## src/rtl/apb_pkg.sv

```systemverilog
// Shared types and constants for the MVU APB master: FSM state encoding,
// command record layout and the CSR-index-to-byte-address mapping.
package apb_pkg;

  typedef logic [1:0] mvu_apb_mst_state_t;

  localparam mvu_apb_mst_state_t ST_IDLE   = 2'd0;
  localparam mvu_apb_mst_state_t ST_SETUP  = 2'd1;
  localparam mvu_apb_mst_state_t ST_ACCESS = 2'd2;
  localparam mvu_apb_mst_state_t ST_RESP   = 2'd3;

  // Each MVU CSR occupies a 16-byte slot, so index N lands at paddr[15:4].
  localparam int unsigned CSR_IDX_SHIFT = 4;

  typedef struct packed {
    logic        write;
    logic [11:0] idx;
    logic [31:0] wdata;
  } mvu_apb_cmd_t;

  localparam int unsigned CMD_W = $bits(mvu_apb_cmd_t);

  function automatic logic [31:0] csr_addr(input logic [11:0] idx);
    return 32'(idx) << CSR_IDX_SHIFT;
  endfunction

endpackage

```

## src/rtl/mvu_apb_cmd_fifo.sv

```systemverilog
// Command FIFO for the MVU APB master; power-of-two depth, no bypass path.
// Pointers carry one extra wrap bit so full and empty are distinguishable.
module mvu_apb_cmd_fifo #(
  parameter int DEPTH = 2,
  parameter int WIDTH = 45
) (
  input  logic             clk,
  input  logic             rst,
  input  logic             push,
  input  logic [WIDTH-1:0] din,
  input  logic             pop,
  output logic [WIDTH-1:0] dout,
  output logic             full,
  output logic             empty
);

  localparam int AW = $clog2(DEPTH);

  logic [WIDTH-1:0] mem [DEPTH];
  logic [AW:0]      wr_ptr;
  logic [AW:0]      rd_ptr;
  logic             do_push;
  logic             do_pop;

  assign do_push = push && !full;
  assign do_pop  = pop && !empty;

  // NOTE: sequential state uses non-blocking assignments so every flop
  // samples pre-edge values regardless of block evaluation order.
  always_ff @(posedge clk or posedge rst) begin
    if (rst) begin
      wr_ptr <= '0;
      rd_ptr <= '0;
    end else begin
      if (do_push) wr_ptr <= wr_ptr + 1'b1;
      if (do_pop)  rd_ptr <= rd_ptr + 1'b1;
    end
  end

  // NOTE: storage is deliberately not reset; the pointers alone define which
  // entries are valid, and leaving the array unreset lets it map to plain RAM.
  always_ff @(posedge clk) begin
    if (do_push) mem[wr_ptr[AW-1:0]] <= din;
  end

  assign dout  = mem[rd_ptr[AW-1:0]];
  assign empty = (wr_ptr == rd_ptr);
  assign full  = (wr_ptr[AW] != rd_ptr[AW]) && (wr_ptr[AW-1:0] == rd_ptr[AW-1:0]);

endmodule

```

## src/rtl/mvu_apb_master.sv

```systemverilog
// Queued APB master for MVU CSR access: commands pass through a small FIFO,
// run one APB transfer at a time and complete through a rsp valid/ready port.
module mvu_apb_master
  import apb_pkg::*;
#(
  parameter int CMD_DEPTH = 2,
  parameter int TIMEOUT   = 255
) (
  input  logic        clk,
  input  logic        rst,
  input  logic        cmd_valid,
  output logic        cmd_ready,
  input  logic        cmd_write,
  input  logic [11:0] cmd_idx,
  input  logic [31:0] cmd_wdata,
  output logic        rsp_valid,
  input  logic        rsp_ready,
  output logic [31:0] rsp_rdata,
  output logic        rsp_err,
  output logic [31:0] paddr,
  output logic        psel,
  output logic        penable,
  output logic        pwrite,
  output logic [31:0] pwdata,
  output logic [2:0]  pprot,
  output logic [3:0]  pstrb,
  input  logic [31:0] prdata,
  input  logic        pready,
  input  logic        pslverr
);

  localparam int CNT_W = (TIMEOUT > 0) ? $clog2(TIMEOUT + 1) : 1;
  localparam logic [CNT_W-1:0] CNT_LAST = CNT_W'((TIMEOUT > 0) ? TIMEOUT - 1 : 0);

  mvu_apb_mst_state_t state;
  logic [CNT_W-1:0]   wait_cnt;
  mvu_apb_cmd_t       cmd_in;
  mvu_apb_cmd_t       fifo_head;
  logic               fifo_full;
  logic               fifo_empty;
  logic               fifo_pop;
  logic               timeout_hit;

  assign cmd_in    = '{write: cmd_write, idx: cmd_idx, wdata: cmd_wdata};
  assign cmd_ready = !fifo_full && !rst;

  // The head is consumed exactly when a new transfer is launched.
  assign fifo_pop = !fifo_empty &&
                    ((state == ST_IDLE) || (state == ST_RESP && rsp_ready));

  // This is the last permitted ACCESS cycle; pready still wins if it arrives now.
  assign timeout_hit = (TIMEOUT != 0) && (wait_cnt == CNT_LAST);

  mvu_apb_cmd_fifo #(
    .DEPTH (CMD_DEPTH),
    .WIDTH (CMD_W)
  ) u_cmd_fifo (
    .clk   (clk),
    .rst   (rst),
    .push  (cmd_valid && cmd_ready),
    .din   (cmd_in),
    .pop   (fifo_pop),
    .dout  (fifo_head),
    .full  (fifo_full),
    .empty (fifo_empty)
  );

  always_ff @(posedge clk or posedge rst) begin
    if (rst) begin
      state <= ST_IDLE;
    end else begin
      case (state)
        ST_IDLE:   if (!fifo_empty) state <= ST_SETUP;
        ST_SETUP:  state <= ST_ACCESS;
        ST_ACCESS: if (pready || timeout_hit) state <= ST_RESP;
        ST_RESP:   if (rsp_ready) state <= fifo_empty ? ST_IDLE : ST_SETUP;
        default:   state <= ST_IDLE;
      endcase
    end
  end

  always_ff @(posedge clk or posedge rst) begin
    if (rst) begin
      paddr     <= '0;
      pwrite    <= 1'b0;
      pwdata    <= '0;
      wait_cnt  <= '0;
      rsp_rdata <= '0;
      rsp_err   <= 1'b0;
    end else begin
      if (fifo_pop) begin
        paddr    <= csr_addr(fifo_head.idx);
        pwrite   <= fifo_head.write;
        pwdata   <= fifo_head.wdata;
        wait_cnt <= '0;
      end else if (state == ST_ACCESS && !pready && wait_cnt != {CNT_W{1'b1}}) begin
        wait_cnt <= wait_cnt + 1'b1;
      end

      if (state == ST_ACCESS) begin
        if (pready) begin
          rsp_rdata <= (!pwrite && !pslverr) ? prdata : 32'h0;
          rsp_err   <= pslverr;
        end else if (timeout_hit) begin
          rsp_rdata <= 32'h0;
          rsp_err   <= 1'b1;
        end
      end
    end
  end

  assign psel      = (state == ST_SETUP) || (state == ST_ACCESS);
  assign penable   = (state == ST_ACCESS);
  assign rsp_valid = (state == ST_RESP);
  assign pprot     = 3'b000;
  assign pstrb     = 4'b1111;

endmodule
```

## config.mk

```make
export PLATFORM = sky130hd
export DESIGN_NAME = mvu_apb_master
export DESIGN_NICKNAME = d
export VERILOG_FILES = /design/src/rtl/apb_pkg.sv /design/src/rtl/mvu_apb_cmd_fifo.sv /design/src/rtl/mvu_apb_master.sv
export SDC_FILE = /design/constraint.sdc
export NUM_CORES = 1
export LEC_CHECK = 0
export ABC_AREA = 1
export BUFFER_PORTS_ARGS = -buffer_cell sky130_fd_sc_hd__buf_2
export CAP_MARGIN = 20
export CORE_MARGIN = 2
export CORE_UTILIZATION = 45
export DETAILED_ROUTE_END_ITERATION = 6
export PLACE_DENSITY = 0.8
export SETUP_SLACK_MARGIN = 0.2
export SKIP_LAST_GASP = 1
export SYNTH_ARGS = -nofsm -noshare
export SYNTH_HDL_FRONTEND = slang
export SYNTH_SLANG_ARGS = --single-unit
```

## constraint.sdc

```tcl
create_clock -name clk -period 3.2 [get_ports clk]
set_input_delay 0.64 -clock clk [delete_from_list [all_inputs] [get_ports clk]]
set_output_delay 0.64 -clock clk [all_outputs]
set_load 0.1 [all_outputs]
```

==> impl_results.md <==
- Setup CP Type: reg -> out
- Core footprint: roughly 0.016 mm2
- Worst slew pin tran: just under 700 ps
- Hold buffers post-CTS: 0
- Post-synth EDFFs: 90
- Postcts setup bufs: 0
- Non-Filler Instances: around 1,000
- IO Pins: between 150 and 200
- Area leader, netlist: edfxtp_1
- Nets: 891
- Critical Path AT: slightly below 2000 ps
- Area after DPL: 0.008424 mm2
- Netlist cell types: 32
- RD Place Congestion: between 0.7 and 0.8
- R2R Path Start: state[0]
- List of most frequent post-synthesis cells: nand2_1 (199), dfrtp_1 (92), edfxtp_1 (90)
- Routed WL: ~15,000 um
- Design area: between 0.009 and 0.01 mm2
- First-pass GRT wire length: 24,520 um
- First drt pass iteration count: 5
- Pin count of the biggest net entering global routing: 56
- CTS H-tree lvls: 4
- Normalized max-slew margin: about 55%
- Worst-path maximum fanout: 17
- Reg clk slew, reported paths: ~70 ps
- Clk_lat worst skew: ~420 ps
- GR Util All Layers: between 15 and 20%
- Die ar.: between 0.015 and 0.02 mm2
- Layout cells sized above 1: about a third
- Post-cts sizing count: 0
- Vias in the first global route: 4,926
- Endpoints failing hold: 0
- Seq cells post-synth: between 150 and 200
- Clock Path Buffers: 2
- RSZ-0062 raised after global routing: no
- CTS tree: done
- # port buffers: roughly 160
- CTS root buffer: clkbuf_16
- Detailed placer's ending HPWL: approximately 9500 um
- Die Y: 133.5 um
- Startpoint Class: register
- Placed cells: 1,002
- Cell area after synthesis: approximately 0.0075 mm2
- Congestion Overflow GR: 0
- Antenna fix cells: 0
- Initial antenna violation count: 1
- Crit path launch: u_cmd_fifo.rd_ptr[0]
- Final setup fails: 0
- Element type at the critical path end: output pin
- Mapped Cells: roughly 640
- Tcrit/Tclk final: around four fifths
- Per-cell routed wire length: 14.70 um
- Die width: approximately 130 um
- Initial Util: about 46%
- Area Overhead vs Synth: 20.39%
- Initial drt markers: about 230
- Row count: 47
- DR vias/cell: between 4 and 5
- Warnings from Yosys: 0
- Worst min-delay path category: in -> reg
- Final Max Slew Viols: 0
- Min Tclk post-route: roughly 2600 ps
- CP required: 2560 ps
- Synth top area share: roughly 36%
- Setup Skew: just over 10 ps
- Status: complete, no violations
- DRC viols: 0
- Cts bufs inserted: 17
- CTS Sinks: 182
- Avg Cell Area, Syn: 11.76 um2
- Sequential share of the synthesized area: between 60% and 70%
- Routed Antenna Nets: 0
- Post-synth ARST share: 50.55%
- Area contributors post-synth: edfxtp_1 (36%), dfrtp_1 (31%), nand2_1 (9.9%)
- Startpoint of the worst hold path: cmd_wdata[7]
- Most frequent cell after synthesis: nand2_1
- Max_cap viols: 0
- Main synth FF type: dfrtp_1
- Via count: ~5,000
- Fmax: around 0.39 GHz
==> logic make-up after synthesis <==
kind of cell / share of synthesized area [%]
and+or+nand+nor: 18.40
DFF: 66.37
buffers and inverters: 6.537
AOI/OAI and AO/OA: 6.786
xor gates and xnor gates: 0.8130
adders and majority gates: 0.9955
other: 0.09959
==> placed cells by master, fill, tap and decap left out, types with 3 or more instances in the layout <==
master	instances
buf_2	164
buf_4	8
bufinv_16	4
clkbuf_16	17
clkinvlp_4	5
conb_1	27
dfrtp_1	91
edfxtp_1	90
ha_1	6
inv_1	21
inv_2	3
inv_6	3
nand2_1	199
nand3_1	43
nand4_1	3
nor2_1	12
o211ai_1	16
o211ai_2	28
o21ai_0	3
or2_1	9
or2_2	34
xor2_1	5
==> registers in the layout, summed over array words and instances (netlist names) <==
name               cells
paddr                 12
pwdata                32
pwrite                 1
rsp_err                1
rsp_rdata             32
state                  2
u_cmd_fifo.mem        90
u_cmd_fifo.rd_ptr      2
u_cmd_fifo.wr_ptr      2
wait_cnt               8
==> cell type report <==
type	count	area, um2
fillers	1399	7387
well taps	220	275.3
clock inverters	13	193.9
multi-input cells	402	2158
flip-flops and latches	182	5006
inverters	26	103.9
clock buffers	19	432.9
repair buffers	173	908.4
==> through the flow <==
step / worst slack, ps / setup TNS, ps / hold slack [ps] / utilization, %
floorplan: -91.48 / -7535 / 454.6 / -
global placement: 993.8 / 0 / 447.7 / 51.16
detailed placement: 943.8 / 0 / 455.9 / 51.16
CTS: 577.0 / 0 / 386.6 / 54.97
global route: 518.2 / 0 / 375.5 / 55.14
finish: 623.9 / 0 / 403.5 / 55.14
==> worst paths after layout <==
| check | end | slack [ps] | cells past startpoint |
|---|---|---|---|
| min | u_cmd_fifo.mem[1][7] | 400 | 1 |
| max | cmd_ready | 620 | 5 |
| max reg2reg | pwdata[7] | 960 | 7 |
| min in group asynchronous | state[1] | 410 | 3 |
| min reg2reg | rsp_rdata[19] | 470 | 2 |
| max in group asynchronous | pwdata[13] | 1700 | 4 |
==> routing by layer <==
layer  part of all wire, %  wire (um)  GRT usage, %  vias to the layer above
met3                   6.8       1031         5.822                       25
met5                 0.085         13             0                        -
li1                      -          -             -                     2401
met4                   1.3        193         5.083                        2
met1                    42       6318         21.47                     2417
met2                    50       7654         30.64                      194
==> worst max-delay path, stage by stage, from the launching register on <==
cell     delay (ps)
dfrtp_2         590
inv_2            70
nand2_2          90
nand2_4          60
a21oi_1         220
buf_2           470
Power is left out: the tool's default activity adds up to more than one toggle a clock period on the data nets, which glitch-free logic cannot reach.
